$ cat src/rtl/sam_mem_responder.sv
// ---------------------------------------------------------------------------
// sam_mem_responder
//
// Single-port 16-bit memory responder with a fixed, parameterised access
// latency. The initiator raises `request` and holds it high. The responder
// keeps `wait_o` high until the transfer completes, then waits for
// `request` to drop before it accepts the next transfer.
//
// Parameters
//   ADDR_W   word-address bits, 1..14; the memory holds 2**ADDR_W 16-bit words
//   LATENCY  cycles from acceptance to completion, 1..15
//
// Ports
//   clk          input   single clock, rising edge
//   rst_n        input   synchronous active-low reset
//   address_bus  input   byte address; the word index is address_bus[ADDR_W:1]
//   request      input   transfer request, held high for the whole transfer
//   rw           input   1 = read, 0 = write; sampled at acceptance
//   data_in      input   write data; sampled at acceptance
//   data_out     output  read data; holds until the next read completes
//   wait_o       output  high while a transfer is in progress
//   err_o        output  misaligned-access flag
//
// Configuration macro
//   SAM_MEM_ALIGN_CHECK_EN  when defined, a request accepted with
//                           address_bus[0]=1 completes with normal timing
//                           but does not touch memory or data_out, and
//                           sets err_o. err_o clears at the next accepted
//                           request. When undefined, address_bus[0] is
//                           ignored and err_o is tied low.
// ---------------------------------------------------------------------------
module sam_mem_responder #(
    parameter int ADDR_W  = 8,
    parameter int LATENCY = 3
) (
    input  logic        clk,
    input  logic        rst_n,
    input  logic [15:0] address_bus,
    input  logic        request,
    input  logic        rw,
    input  logic [15:0] data_in,
    output logic [15:0] data_out,
    output logic        wait_o,
    output logic        err_o
);

    localparam int DEPTH = 2 ** ADDR_W;
    localparam int CNT_W = 4;

    typedef enum logic [1:0] {
        IDLE = 2'd0,
        BUSY = 2'd1,
        DONE = 2'd2
    } state_t;

    state_t              state;
    state_t              state_next;
    logic [CNT_W-1:0]    count;
    logic [ADDR_W-1:0]   index;
    logic                rw_q;
    logic [15:0]         wdata;
    logic [15:0]         mem [DEPTH];

    logic                accept;
    logic                fire;
    logic                access_en;

    // A transfer is accepted in IDLE. It fires on the last BUSY cycle,
    // provided the initiator still holds the request.
    assign accept = (state == IDLE) && request;
    assign fire   = (state == BUSY) && request && (count == '0);

`ifdef SAM_MEM_ALIGN_CHECK_EN
    logic misaligned_q;
    logic err_q;

    // A misaligned transfer still completes on time, but it never reaches
    // memory or data_out.
    assign access_en = fire && !misaligned_q;

    always_ff @(posedge clk) begin
        if (!rst_n) begin
            misaligned_q <= 1'b0;
            err_q        <= 1'b0;
        end else if (accept) begin
            misaligned_q <= address_bus[0];
            err_q        <= 1'b0;
        end else if (fire && misaligned_q) begin
            err_q        <= 1'b1;
        end
    end

    assign err_o = err_q;

    logic unused_addr_bits;
    assign unused_addr_bits = ^address_bus[15:ADDR_W+1];
`else
    assign access_en = fire;
    assign err_o     = 1'b0;

    logic unused_addr_bits;
    assign unused_addr_bits = ^{address_bus[15:ADDR_W+1], address_bus[0]};
`endif

    // ---------------------------------------------------------------------
    // FSM: state register
    // ---------------------------------------------------------------------
    // NOTE: sequential state uses non-blocking assignments so that every
    // register samples values from before the edge, regardless of the
    // order in which the blocks are evaluated.
    always_ff @(posedge clk) begin
        if (!rst_n) begin
            state <= IDLE;
        end else begin
            state <= state_next;
        end
    end

    // ---------------------------------------------------------------------
    // FSM: next-state logic
    // ---------------------------------------------------------------------
    // NOTE: state_next is given a default before the case statement, so no
    // path can leave it unassigned and no latch is inferred.
    always_comb begin
        state_next = state;
        unique case (state)
            IDLE: if (request) state_next = BUSY;
            BUSY: begin
                if (!request)          state_next = IDLE;  // abort
                else if (count == '0)  state_next = DONE;
            end
            DONE: if (!request) state_next = IDLE;
            default: state_next = IDLE;
        endcase
    end

    // ---------------------------------------------------------------------
    // FSM: outputs
    // ---------------------------------------------------------------------
    // wait_o is combinational on request, so it rises in the same cycle
    // that the initiator raises request, including the first cycle after
    // reset.
    always_comb begin
        wait_o = request && (state != DONE);
    end

    // ---------------------------------------------------------------------
    // Latency counter, request capture and read data
    // ---------------------------------------------------------------------
    always_ff @(posedge clk) begin
        if (!rst_n) begin
            count    <= '0;
            data_out <= 16'h0000;
        end else begin
            if (accept) begin
                count <= CNT_W'(LATENCY - 1);
                index <= address_bus[ADDR_W:1];
                rw_q  <= rw;
                wdata <= data_in;
            end else if ((state == BUSY) && (count != '0)) begin
                count <= count - 1'b1;
            end

            if (access_en && rw_q) begin
                data_out <= mem[index];
            end
        end
    end

    // NOTE: the memory array has no reset. Its contents survive rst_n, and
    // leaving it unreset lets it map onto RAM. Qualifying the write with
    // rst_n keeps a reset on the completion edge from committing a write.
    always_ff @(posedge clk) begin
        if (rst_n && access_en && !rw_q) begin
            mem[index] <= wdata;
        end
    end

endmodule
$ cat config.mk
export PLATFORM = sky130hd
export DESIGN_NAME = sam_mem_responder
export DESIGN_NICKNAME = d
export VERILOG_FILES = /design/src/rtl/sam_mem_responder.sv
export SDC_FILE = /design/constraint.sdc
export NUM_CORES = 2
export LEC_CHECK = 0
export CAP_MARGIN = 10
export CORE_MARGIN = 1
export CORE_UTILIZATION = 50
export DETAILED_ROUTE_END_ITERATION = 8
export PLACE_DENSITY_LB_ADDON = 0.08
export RECOVER_POWER = 25
export SLEW_MARGIN = 0
export SYNTH_ARGS = -nofsm -noshare
export SYNTH_HDL_FRONTEND = slang
export SYNTH_SLANG_ARGS = --single-unit
$ cat constraint.sdc
create_clock -name clk -period 6.55 [get_ports clk]
set_input_delay 0.9825 -clock clk [delete_from_list [all_inputs] [get_ports clk]]
set_output_delay 0.9825 -clock clk [all_outputs]
set_load 0.01 [all_outputs]
# --- Word-level counts from Yosys, hierarchy flattened ---
# Memory sizes are Yosys's and may differ from the RTL's. A register that Yosys moved wholly into a read port is not among the register bits.
# Cells that the tools add are included.
totals:
  reg_bits: 31
  mem_bits_rw: 4096
  input_bits: 36
  out_inout_bits: 18
  wordCells: 41
  n_memories: 1
mem_list:
  columns: ["name", "depth", "word_bits", "read_ports", "rd_ports_with_merged_regs", "wr", "line_no", "rtl"]
  rows:
  - ["mem", 256, 16, 1, 1, 1, "62", "logic [15:0] mem [DEPTH];"]
op_classes:
  n_addsub: 1
  eq_ne: 6
  mux: 9
  n_bitwise: 1
  reduce_logical: 17
op_table:
  columns: ["op", "n"]
  rows:
  - ["two-way mux 2 bit", 6]
  - ["logical AND 1 bit", 8]
  - ["!= test 2 bit (second input constant)", 3]
  - ["case mux 2 bit (3 select lines)", 1]
  - ["logical NOT 4 bit", 1]
  - ["nonzero test 4 bit", 1]
  - ["subtractor 4 x 1 -> 4 bit (second input constant)", 1]
  - ["!= test 3 bit (second input constant)", 1]
  - ["AND reduction 3 bit", 1]
  - ["equality test 2 x 1 -> 1 bit (second input constant)", 1]
  - ["equality test 2 bit (second input constant)", 1]
  - ["logical NOT 1 bit", 2]
  - ["logical NOT 2 bit", 1]
  - ["two-way mux 1 bit", 2]
  - ["AND reduction 2 bit", 1]
  - ["nonzero test 2 bit", 1]
  - ["OR reduction 2 bit", 1]
  - ["NOT 1 bit", 1]

# --- Logic depth before layout (Yosys ltp) ---
depth:
  ltp_word: 7
  ltp_mapped: 13
  mapped_depth_nobuf: 9

# --- Worst setup path before layout ---
# OpenSTA, ideal clock, no wires.
synth_timing:
  kind: "register to register"
  from: "register wdata[0]"
  to: "memory mem[0][0], data pin"
  setup_time_ns: 0.817
  arrival_ns: 3.228
  t_required_ns: 5.733
  path_slack_ns: 2.504
  path_stages_with_launch: 1
  path_buffers: 0
  synth_period_minus_slack_ns: 4.046
  cell_sequence: "edfxtp_1"
synth_lines:
  columns: ["item", "line_no", "rtl"]
  rows:
  - ["start: declaration", "61", "logic [15:0] wdata;"]
  - ["start signal: assignment", "159", "wdata <= data_in;"]
  - ["end: declaration", "62", null]
# Straight into the memory's write port.

# --- Worst setup path after layout ---
layout_timing:
  from: "register wdata[15]"
  to: "memory mem[88][15], data pin"
# Straight into the memory's write port.

==> flow_summary.toml <==
[floorplan]
top_level_ports = 54
die_w_um = 567
num_rows = 207
die_area_um2 = 321500
die_h_um = 567
core_um2 = 317800
start_util = 0.5023

[pwr]
powerDensity_nw_per_um2 = 305.3
clock_power_share = 0.433
p_sw_w = 0.01159
p_leak_nw = 56.96
p_sw_frac = 0.2099
seq_power_share = 0.528
intPower_w = 0.04363
pwr-share-comb = 0.039
ir_drop_mv = 0.2569

[critical_path]
critPathKind = "register to register"
worstPathRequired_ps = 6770
crit_path_end_kind = "register"
critPathLaunchType = "register"
cp.arrival_ps = 5700
worstPathMaxFanout = 153

[detailed_routing]
ant_nets = 0
vias = 78500
finalWirelength_um = 445100
first_iter_violations = 10360
routed_via_density = 6.392
wl_per_cell_um = 36.25
drt_first_pass_iters = 5
drc = 0

[timing]
rsz0062_at_grt = "false"
skew_ps = 56.31
hold_viol = 0
fin_crit_ps = 5484
final.setup.tns_ps = 0
report.final.slew_viol_count = 2060
setup_violations = 0
tightest_slew_ps = 4545
post-route-period-util = 0.8373
slew-limit-headroom = -2.030
max_clock_freq_mhz = 182.3

[synth]
synth_edf_count = 4121
ys_seq_area_frac = 0.7781
syn_avg_cell_area_um2 = 22.07
synth_nets = 7269
yosysTopAreaCellShare = 0.7753
synth.distinct_cells = 74
synthArstFlopShare = 0
netlist_instances = 7232
synth-seq-cells = 4143
yosys_warnings = 0
syn-cell-area_um2 = 159600
ys_top_cells_by_area = "edfxtp_1, mux4_2, mux2i_1"
synth_common_cells = "edfxtp_1, mux4_2, mux2i_1"
synth_most_common_cell = "edfxtp_1"
synth_area_leader_cell = "edfxtp_1"
synth_ff_type = "edfxtp_1"

[clock_tree]
cts_max_level = 5
cts_root_buf = "clkbuf_16"
cts_setup_buffers = 0
clock-sinks = 4143
clk_path_buf_depth = 4
clkTransAtPathRegs_ps = 60
cts.repair.resized = 0
cts-buffers-inserted = 427
cts_tree = "done"
insertion_delay_ps = 1000
ctsHoldBuffers = 0

[run_status]
violations = "capacitance limit, slew limit"
status = "complete, but fails checks"

[global_route]
grt_pass1_wl_um = 620200
grt_pass1_vias = 77590
grt_usage = 0.2766
grt_remaining_overflow = 0
antenna_found_initial = 30
grt_max_degree = 185

[final_layout]
layout.nets = 7762
drive_gt1_frac = 0.2668
fin_cells = 12280
area_delta_synth_final_pct = 13.33

[placed_design]
port_buffers = 44
dp_hpwl_um = 263500
gp_congestion = 0.8624
placedCellCount = 11480

[min_path]
hp-class = "register to register"

[run]
maxCapViolCount = 24
[sequential cells by signal (all words and copies together), names as in the netlist]
name and count:
index 8, count 4, data_out 16, mem 4096, rw_q 1, state 2, wdata 16
[power by group through the flow]
stage               sequential (W)  combinational [W]  clock, W
floorplan                   0.0299            0.00109         0
global placement            0.0297            0.00213         0
detailed placement          0.0297            0.00216         0
CTS                         0.0291            0.00216    0.0243
global route                0.0291            0.00223    0.0252
finish                      0.0292            0.00214    0.0239
[cell type report]
cell class              instances  area [µm²]
well taps                    4180        5230
clock buffers                 536       11310
fillers                     23320      136900
repair buffers                491        4187
clock inverters               252        2410
diodes                         17       42.54
multi-input cells            2655       33480
flip-flops and latches       4143      124200
inverters                       7       33.78
[final timing paths]
path	from	end	slack, ps	cells past startpoint
worst max-delay path	wdata[15]	mem[88][15]	1070	2
worst min-delay path	state[0]	state[0]	510	1
worst max register to register	wdata[15]	mem[88][15]	1070	2
worst min register to register	state[0]	state[0]	510	1
[critical path, cell delays in order (launching register included)]
cell      delay (ps)
edfxtp_1         320
clkbuf_1        1450
clkbuf_2        2470
[metal layers]
| layer | GRT usage | part of all wire | up-vias |
|---|---|---|---|
| li1 | - | - | 31590 |
| met1 | 0.4046 | 0.41 | 42530 |
| met5 | 0 | 0.000094 | - |
| met4 | 0.09658 | 0.042 | 8 |
| met2 | 0.4240 | 0.46 | 3620 |
| met3 | 0.04844 | 0.084 | 745 |
[logic make-up (layout without fill, tap and decap cells)]
family / count (synthesis) / in the layout / synth area share
adders and majority gates: 1 / 1 / 0.00007838
AOI/OAI and AO/OA: 533 / 533 / 0.02344
DFF: 4143 / 4143 / 0.7781
muxes: 1420 / 1420 / 0.1644
xor gates and xnor gates: 3 / 3 / 0.0001646
and+or+nand+nor: 697 / 697 / 0.01912
buffers and inverters: 434 / 1286 / 0.01469
other: 1 / 18 / 0.00002349
[per-stage QoR]
stage / total power (W) / cell area [µm²] / hold WS [ps] / worst slack, ps / utilization
final: 0.05522 / 180900 / 506.7 / 1066 / 0.5692
after global routing: 0.05661 / 180800 / 523.5 / 836.6 / 0.5691
after CTS: 0.05554 / 181000 / 486.1 / 1681 / 0.5695
after detailed placement: 0.03184 / 167300 / 494.5 / 1166 / 0.5264
after global placement: 0.03180 / 167300 / 464.9 / 1220 / 0.5264
after floorplan: 0.03095 / 159600 / 449.3 / 2504 / -
[cells in the final DEF, fill, tap and decap left out, types with 38 or more instances in the layout]
master and instances:
clkbuf_1 116, mux4_2 958, nand2_1 163, a21oi_1 71, clkbuf_16 436, o21ai_0 62, buf_4 383, a22oi_1 146
bufinv_16 41, buf_12 38, o22ai_1 58, clkinv_2 73, mux2i_1 427, nor2_1 200, nor2_2 109, edfxtp_1 4121
nand3_1 86, clkinv_1 104
No activity file was read; power rests on OpenSTA's default activity.
